### src/rtl/latency_stamp_tx_if.sv
// ---------------------------------------------------------------------------
// latency_stamp_tx_if
// Packet stream between the latency stamp transmitter and its link.
//   CData : stamped test packet, {gray stamp, TX_Index, sequence number}
//   valid : CData carries a packet this cycle
//   ready : downstream accepts CData this cycle
// Modports: master = transmitter side, slave = link/receiver side.
// ---------------------------------------------------------------------------
interface latency_stamp_tx_if #(
    parameter int TIME_WIDTH  = 16,
    parameter int CDATA_WIDTH = 16
);
    logic [TIME_WIDTH+CDATA_WIDTH-1:0] CData;
    logic                              valid;
    logic                              ready;

    modport master (
        output CData,
        output valid,
        input  ready
    );

    modport slave (
        input  CData,
        input  valid,
        output ready
    );
endinterface

### src/rtl/latency_stamp_tx.sv
// ---------------------------------------------------------------------------
// latency_stamp_tx
// Transmit side of the per-link latency monitor. On a start request it
// launches pkt_num test packets, each stamped with the gray-coded global
// time at launch, separated by `interval` idle cycles, and pulses
// send_finish_flag once the burst is complete.
//
// Ports:
//   clk, rst          block clock, asynchronous active-high reset
//   TX_Index          source node index placed in every packet
//   start             one-cycle burst request (honoured only in IDLE)
//   pkt_num, interval burst length and inter-packet gap, latched on start
//   time_stamp        gray-coded global time (resynchronised by one flop)
//   tx (master)       CData / valid / ready packet stream
//   EN                burst in progress (SEND or GAP)
//   send_finish_flag  one-cycle end-of-burst pulse
//   sent_cnt          handshakes completed in the current burst
//   stall_sum         saturating count of valid && !ready cycles
//
// Build option:
//   TX_STALL_RESTAMP_EN  when defined, the stamp field is refreshed from the
//                        time flop on every backpressured cycle, so the
//                        measured latency excludes source-side stalls.
//                        When undefined the stamp is frozen at launch.
// ---------------------------------------------------------------------------
module latency_stamp_tx #(
    parameter int TIME_WIDTH  = 16,
    parameter int CDATA_WIDTH = 16,
    parameter int CNT_WIDTH   = 16
) (
    input  logic                  clk,
    input  logic                  rst,
    input  logic [4:0]            TX_Index,
    input  logic                  start,
    input  logic [CNT_WIDTH-1:0]  pkt_num,
    input  logic [CNT_WIDTH-1:0]  interval,
    input  logic [TIME_WIDTH-1:0] time_stamp,
    latency_stamp_tx_if.master    tx,
    output logic                  EN,
    output logic                  send_finish_flag,
    output logic [CNT_WIDTH-1:0]  sent_cnt,
    output logic [CNT_WIDTH-1:0]  stall_sum
);

    localparam int DATA_W = TIME_WIDTH + CDATA_WIDTH;
    localparam int SEQ_W  = CDATA_WIDTH - 5;

    localparam logic [CNT_WIDTH-1:0] CNT_ZERO = {CNT_WIDTH{1'b0}};
    localparam logic [CNT_WIDTH-1:0] CNT_ONE  = {{(CNT_WIDTH-1){1'b0}}, 1'b1};
    localparam logic [CNT_WIDTH-1:0] CNT_MAX  = {CNT_WIDTH{1'b1}};
    localparam logic [SEQ_W-1:0]     SEQ_ZERO = {SEQ_W{1'b0}};

    typedef enum logic [1:0] {
        ST_IDLE = 2'd0,
        ST_SEND = 2'd1,
        ST_GAP  = 2'd2,
        ST_DONE = 2'd3
    } state_t;

    state_t                  state_r;
    logic [TIME_WIDTH-1:0]   ts_r;
    logic [CNT_WIDTH-1:0]    pkt_num_r;
    logic [CNT_WIDTH-1:0]    interval_r;
    logic [CNT_WIDTH-1:0]    gap_cnt_r;
    logic [CNT_WIDTH-1:0]    sent_cnt_r;
    logic [CNT_WIDTH-1:0]    stall_sum_r;
    logic [DATA_W-1:0]       cdata_r;
    logic                    valid_r;
    logic                    en_r;
    logic                    finish_r;

    logic [CNT_WIDTH-1:0]    sent_inc_s;
    logic                    hs_s;
    logic                    stall_s;

    // Sequence number is the packet's position in the burst, wrapping at
    // the width of its field.
    function automatic logic [SEQ_W-1:0] seq_of(input logic [CNT_WIDTH-1:0] cnt);
        return SEQ_W'(cnt);
    endfunction

    // Assemble a packet: gray stamp on top, then source index, then sequence.
    function automatic logic [DATA_W-1:0] pack_pkt(
        input logic [TIME_WIDTH-1:0] stamp,
        input logic [4:0]            idx,
        input logic [SEQ_W-1:0]      seq
    );
        return {stamp, idx, seq};
    endfunction

    // Saturating increment so a long stall cannot wrap the statistic to 0.
    function automatic logic [CNT_WIDTH-1:0] sat_inc(input logic [CNT_WIDTH-1:0] v);
        return (v == CNT_MAX) ? CNT_MAX : (v + CNT_ONE);
    endfunction

    assign sent_inc_s = sent_cnt_r + CNT_ONE;
    assign hs_s       = valid_r & tx.ready;
    assign stall_s    = valid_r & ~tx.ready;

    // Burst sequencer: time flop, FSM, packet register and statistics.
    always_ff @(posedge clk or posedge rst) begin
        if (rst) begin
            state_r     <= ST_IDLE;
            ts_r        <= {TIME_WIDTH{1'b0}};
            pkt_num_r   <= CNT_ZERO;
            interval_r  <= CNT_ZERO;
            gap_cnt_r   <= CNT_ZERO;
            sent_cnt_r  <= CNT_ZERO;
            stall_sum_r <= CNT_ZERO;
            cdata_r     <= {DATA_W{1'b0}};
            valid_r     <= 1'b0;
            en_r        <= 1'b0;
            finish_r    <= 1'b0;
        end else begin
            // The stamp is taken as gray code straight from this flop;
            // gray code changes one bit per tick, so a single flop suffices.
            ts_r     <= time_stamp;
            finish_r <= 1'b0;

            case (state_r)
                ST_IDLE: begin
                    if (start) begin
                        if (pkt_num != CNT_ZERO) begin
                            pkt_num_r   <= pkt_num;
                            interval_r  <= interval;
                            sent_cnt_r  <= CNT_ZERO;
                            stall_sum_r <= CNT_ZERO;
                            cdata_r     <= pack_pkt(ts_r, TX_Index, SEQ_ZERO);
                            valid_r     <= 1'b1;
                            en_r        <= 1'b1;
                            state_r     <= ST_SEND;
                        end else begin
                            // Empty burst: report completion without sending.
                            finish_r <= 1'b1;
                            state_r  <= ST_DONE;
                        end
                    end else begin
                        state_r <= ST_IDLE;
                    end
                end

                ST_SEND: begin
                    if (stall_s) begin
                        stall_sum_r <= sat_inc(stall_sum_r);
                    end else begin
                        stall_sum_r <= stall_sum_r;
                    end

                    if (hs_s) begin
                        sent_cnt_r <= sent_inc_s;
                        if (sent_inc_s == pkt_num_r) begin
                            valid_r  <= 1'b0;
                            en_r     <= 1'b0;
                            finish_r <= 1'b1;
                            state_r  <= ST_DONE;
                        end else if (interval_r == CNT_ZERO) begin
                            // Back-to-back: next packet replaces the accepted one.
                            cdata_r <= pack_pkt(ts_r, TX_Index, seq_of(sent_inc_s));
                            state_r <= ST_SEND;
                        end else begin
                            valid_r   <= 1'b0;
                            gap_cnt_r <= interval_r;
                            state_r   <= ST_GAP;
                        end
                    end else begin
`ifdef TX_STALL_RESTAMP_EN
                        // Refresh only the stamp so source backpressure is
                        // not counted as link latency.
                        cdata_r[DATA_W-1:CDATA_WIDTH] <= ts_r;
`else
                        cdata_r <= cdata_r;
`endif
                        state_r <= ST_SEND;
                    end
                end

                ST_GAP: begin
                    // Launch on the last gap cycle so exactly `interval`
                    // cycles pass with valid low.
                    if (gap_cnt_r == CNT_ONE) begin
                        cdata_r <= pack_pkt(ts_r, TX_Index, seq_of(sent_cnt_r));
                        valid_r <= 1'b1;
                        state_r <= ST_SEND;
                    end else begin
                        gap_cnt_r <= gap_cnt_r - CNT_ONE;
                        state_r   <= ST_GAP;
                    end
                end

                ST_DONE: begin
                    state_r <= ST_IDLE;
                end

                default: begin
                    valid_r <= 1'b0;
                    en_r    <= 1'b0;
                    state_r <= ST_IDLE;
                end
            endcase
        end
    end

    assign tx.CData         = cdata_r;
    assign tx.valid         = valid_r;
    assign EN               = en_r;
    assign send_finish_flag = finish_r;
    assign sent_cnt         = sent_cnt_r;
    assign stall_sum        = stall_sum_r;

endmodule

### src/flat_wrapper.sv
// flat-port wrapper written by rule: the top's interface ports become plain ports
module latency_stamp_tx_flat 
#(
    parameter int TIME_WIDTH  = 16,
    parameter int CDATA_WIDTH = 16,
    parameter int CNT_WIDTH   = 16
)
  (clk, rst, TX_Index, start, pkt_num, interval, time_stamp, EN, send_finish_flag, sent_cnt, stall_sum, tx_CData, tx_valid, tx_ready);
  latency_stamp_tx_if #(.TIME_WIDTH(TIME_WIDTH), .CDATA_WIDTH(CDATA_WIDTH)) tx_i ();
  input  logic clk;
  input  logic rst;
  input  logic [4:0] TX_Index;
  input  logic start;
  input  logic [CNT_WIDTH-1:0] pkt_num;
  input  logic [CNT_WIDTH-1:0] interval;
  input  logic [TIME_WIDTH-1:0] time_stamp;
  output logic EN;
  output logic send_finish_flag;
  output logic [CNT_WIDTH-1:0] sent_cnt;
  output logic [CNT_WIDTH-1:0] stall_sum;
  output wire logic [$bits(tx_i.CData)-1:0] tx_CData;
  output wire logic [$bits(tx_i.valid)-1:0] tx_valid;
  input wire logic [$bits(tx_i.ready)-1:0] tx_ready;
  assign tx_CData = tx_i.CData;
  assign tx_valid = tx_i.valid;
  assign tx_i.ready = tx_ready;
  latency_stamp_tx #(.TIME_WIDTH(TIME_WIDTH), .CDATA_WIDTH(CDATA_WIDTH), .CNT_WIDTH(CNT_WIDTH)) u_core (.clk(clk), .rst(rst), .TX_Index(TX_Index), .start(start), .pkt_num(pkt_num), .interval(interval), .time_stamp(time_stamp), .tx(tx_i), .EN(EN), .send_finish_flag(send_finish_flag), .sent_cnt(sent_cnt), .stall_sum(stall_sum));
endmodule
### config.mk
export PLATFORM = sky130hd
export DESIGN_NAME = latency_stamp_tx_flat
export DESIGN_NICKNAME = d
export VERILOG_FILES = /design/src/rtl/latency_stamp_tx_if.sv /design/src/rtl/latency_stamp_tx.sv /design/src/flat_wrapper.sv
export SDC_FILE = /design/constraint.sdc
export NUM_CORES = 1
export LEC_CHECK = 0
export CORE_MARGIN = 2
export CORE_UTILIZATION = 53
export DETAILED_ROUTE_END_ITERATION = 12
export PLACE_DENSITY = 0.8
export SKIP_LAST_GASP = 1
export SYNTH_ARGS = -nofsm -noshare
export SYNTH_HDL_FRONTEND = slang
export SYNTH_SLANG_ARGS = --single-unit
### constraint.sdc
create_clock -name clk -period 5.4 [get_ports clk]
set_clock_uncertainty 0.05 [all_clocks]
set_input_delay 1.08 -clock clk [delete_from_list [all_inputs] [get_ports clk]]
set_output_delay 1.08 -clock clk [all_outputs]
set_load 0.05 [all_outputs]
==> impl_metrics.json <==
{
  "initial_core_util_pct": 54.4,
  "slew_headroom_pct": 19.9,
  "grt_pass1_wl_um": 28500,
  "drt_iter0_drc": 384,
  "ys_seq_elements": 133,
  "holdPathEnd": "u_core.tx.CData[18]",
  "irDropWorstVdd_v": 0.000367,
  "tns_ps": 0,
  "drive_above_1_share_pct": 13.1,
  "h-tree-depth": 4,
  "final_cells": 959,
  "antenna_left": 0,
  "wl_per_cell_um": 18.4,
  "ys_async_sr_fraction_pct": 100,
  "io_pins": 124,
  "post_cts_buffers": 0,
  "die_h_um": 118,
  "ys_dominant_reg_cell": "dfrtp_1",
  "antenna_found_initial": 0,
  "crit_type": "flip-flop to flip-flop",
  "slowest_delay_ps": 910,
  "hold_depth": 1,
  "min_from": "u_core.ts_r[2]",
  "clock-sinks": 133,
  "synth_area_sq_mm": 0.00689,
  "maxSlewViolCount": 0,
  "crit_family": "compound AO/OA/AOI/OAI gates",
  "diodes": 0,
  "wl_um": 17700,
  "power_density_mw_per_mm2": 531,
  "placedCellCount": 929,
  "p_leak_nw": 3.55,
  "r2r_start": "u_core.sent_cnt[0]",
  "critPathCaptureType": "flip-flop",
  "reg2reg_to": "u_core.tx.CData[26]",
  "rrSetupSlack_ps": 1420,
  "cts_tree": "built",
  "synth_cell_types": 67,
  "cts_root_buf": "clkbuf_16",
  "reg2reg_depth": 10,
  "finalPower_mw": 4.63,
  "tightest_slew_ps": 1190,
  "critical-path-slowest-cell": "a21oi_4",
  "rsz0062_at_grt": "no",
  "cts_buffer_depth": 2,
  "crit_chain": "ha_1 > nand3_2 > nor2_1 > xnor2_1 > a32oi_1 > nor4_1 > nand2_1 > nand2_1 > a21oi_4 > mux2_2",
  "cp.required_ps": 5650,
  "worstPathMaxFanout": 32,
  "holdCritPathClass": "flip-flop to flip-flop",
  "final_area_sq_mm": 0.00873,
  "hold_viol_final": 0,
  "place.gp.congestion": 0.921,
  "dieArea_sq_mm": 0.0139,
  "period_share_pct": 73.7,
  "finish.utilization_pct": 68.9,
  "clk_latency_ps": 420,
  "status": "completed",
  "synthToLayoutAreaGrowth_pct": 26.7,
  "postCtsHoldBufs": 0,
  "fin_crit_ps": 3980,
  "die_w_um": 118,
  "grt_max_degree": 76,
  "crit_top_cell": "nand2_1",
  "grtUsageTotal_pct": 25.7,
  "num_vias": 5774,
  "clkTransAtPathRegs_ps": 50,
  "seq_area_frac_synth_pct": 48.3,
  "place.port_buffers": 123,
  "yosysWarnings": 0,
  "fill_cells": 974,
  "finalSetupViolCount": 0,
  "synthCells": 668,
  "synth_enable_flop_cells": 0,
  "post_cts_resized": 0,
  "nNetsFinal": 842,
  "drt-vias-per-instance": 6.02,
  "max-cap-violations": 0,
  "fmax_ghz": 0.251,
  "core.rowCount": 41,
  "dr.pass1.iters": 5,
  "syn_nets": 734,
  "arrival_ps": 4230,
  "worstSetupStartpointType": "flip-flop",
  "cp_num_buf_inv": 0,
  "hpwl_um": 12300,
  "post-route-drc-count": 0,
  "synth_area_per_cell_sq_um": 10.3,
  "cts_buffers": 17,
  "grt_pass1_vias": 5636,
  "core_sq_mm": 0.0127,
  "place_area_sq_mm": 0.00818,
  "overflow": 0
}
[worst register-to-register path, delay by kind of cell, from the launching register on]
kind,cells,cell delay (ps)
xor+xnor,1,140
fa+ha+maj,1,360
flops,1,550
mux,1,440
simple gates,5,1030
compound gates,2,1300
[stage by stage]
step	setup slack, ps	hold WS [ps]
final	1420	424
after global routing	1130	445
after CTS	1480	428
after detailed placement	1270	406
after global placement	1480	391
after floorplan	716	389
[metal layers]
metal,GRT usage [%],wire length [um]
met4,9.56,372
met3,7.99,1600
met5,0,0
met1,33.6,7340
met2,40.2,8390
[placed cells by master, fill, tap and decap left out, types with 4 or more instances in the layout]
cell | netlist | final
nand2_1 | 60 | 60
and3_1 | 15 | 15
clkbuf_16 | 0 | 17
mux2_2 | 52 | 52
dfrtp_1 | 133 | 133
buf_4 | 5 | 4
nor2_1 | 36 | 35
xnor2_1 | 16 | 16
nor3_1 | 11 | 11
and4_1 | 5 | 5
mux2_1 | 5 | 5
o221a_2 | 5 | 5
nor4_1 | 14 | 14
clkdlybuf4s50_1 | 0 | 123
o21ai_0 | 59 | 59
or3_1 | 5 | 5
nand4_1 | 6 | 6
o21ai_1 | 4 | 4
a22oi_1 | 7 | 7
a31oi_1 | 4 | 4
nand2b_1 | 5 | 5
a211oi_1 | 4 | 4
a21oi_1 | 26 | 26
a21o_1 | 6 | 6
clkbuf_1 | 20 | 6
nor2b_1 | 13 | 13
xor2_1 | 6 | 6
nand3_1 | 21 | 21
a22o_1 | 8 | 8
ha_1 | 9 | 9
o211ai_1 | 6 | 6
mux2i_1 | 5 | 5
inv_1 | 28 | 27
o31ai_1 | 10 | 10
[kinds of logic (layout without fill, tap and decap cells)]
| kind of cell | Yosys count | after routing | synth area share [%] |
|---|---|---|---|
| adder cells (fa/ha/maj) | 9 | 9 | 1.63 |
| AO/OA/AOI/OAI | 161 | 161 | 15.4 |
| multiplexers | 62 | 62 | 10.0 |
| flip-flops | 133 | 133 | 48.3 |
| XOR/XNOR | 25 | 25 | 3.80 |
| AND/OR/NAND/NOR | 212 | 212 | 16.3 |
| buffers and inverters | 66 | 185 | 4.45 |
[cell usage after synthesis, types with 6 or more instances]
cell,n,area [sq um]
dfrtp_1,133,3330
nand2_1,60,225
o21ai_0,59,295
mux2_2,52,586
nor2_1,36,135
inv_1,28,105
a21oi_1,26,130
nand3_1,21,105
clkbuf_1,20,75.1
xnor2_1,16,140
and3_1,15,93.8
nor4_1,14,87.6
nor2b_1,13,81.3
nor3_1,11,55.1
o31ai_1,10,75.1
ha_1,9,113
a22o_1,8,70.1
buf_2,8,40.0
a22oi_1,7,52.6
a21o_1,6,45.0
nand4_1,6,37.5
o211ai_1,6,45.0
xor2_1,6,52.6
[sequential cells by signal, indices dropped and copies added (netlist names)]
register                 cells
u_core.stall_sum            16
u_core.gap_cnt_r            16
u_core.ts_r                 16
u_core.sent_cnt             16
u_core.EN                    1
u_core.state_r               2
u_core.tx.valid              1
u_core.interval_r           16
u_core.send_finish_flag      1
u_core.pkt_num_r            16
u_core.tx.CData             32
[worst max-delay path by stage]
stage | endpoint | from | slack, ps | depth (start not counted)
floorplan | u_core.EN | rst | 720 | 1
global placement | u_core.tx.CData[12] | pkt_num[0] | 1480 | 7
detailed placement | u_core.tx.CData[19] | pkt_num[1] | 1270 | 7
CTS | u_core.tx.CData[26] | u_core.sent_cnt[0] | 1480 | 10
global route | u_core.tx.CData[5] | u_core.sent_cnt[0] | 1130 | 10
finish | u_core.tx.CData[26] | u_core.sent_cnt[0] | 1420 | 10
[cell type report]
type / count / area [sq um] / share of cell area, %
clock buffers: 25 / 475 / 5.45
clock inverters: 5 / 75.1 / 0.860
inverters: 28 / 108 / 1.23
multi-input cells: 469 / 3260 / 37.4
flip-flops and latches: 133 / 3330 / 38.1
well taps: 172 / 215 / 2.47
repair buffers: 127 / 1260 / 14.5
[report_power, final]
| part | total [mW] | switching [mW] | internal (mW) |
|---|---|---|---|
| registers | 1.60 | 0.287 | 1.31 |
| logic | 1.93 | 1.14 | 0.795 |
| clock network | 1.10 | 0.405 | 0.696 |
Note: power is estimated with default switching activity, not from simulation.
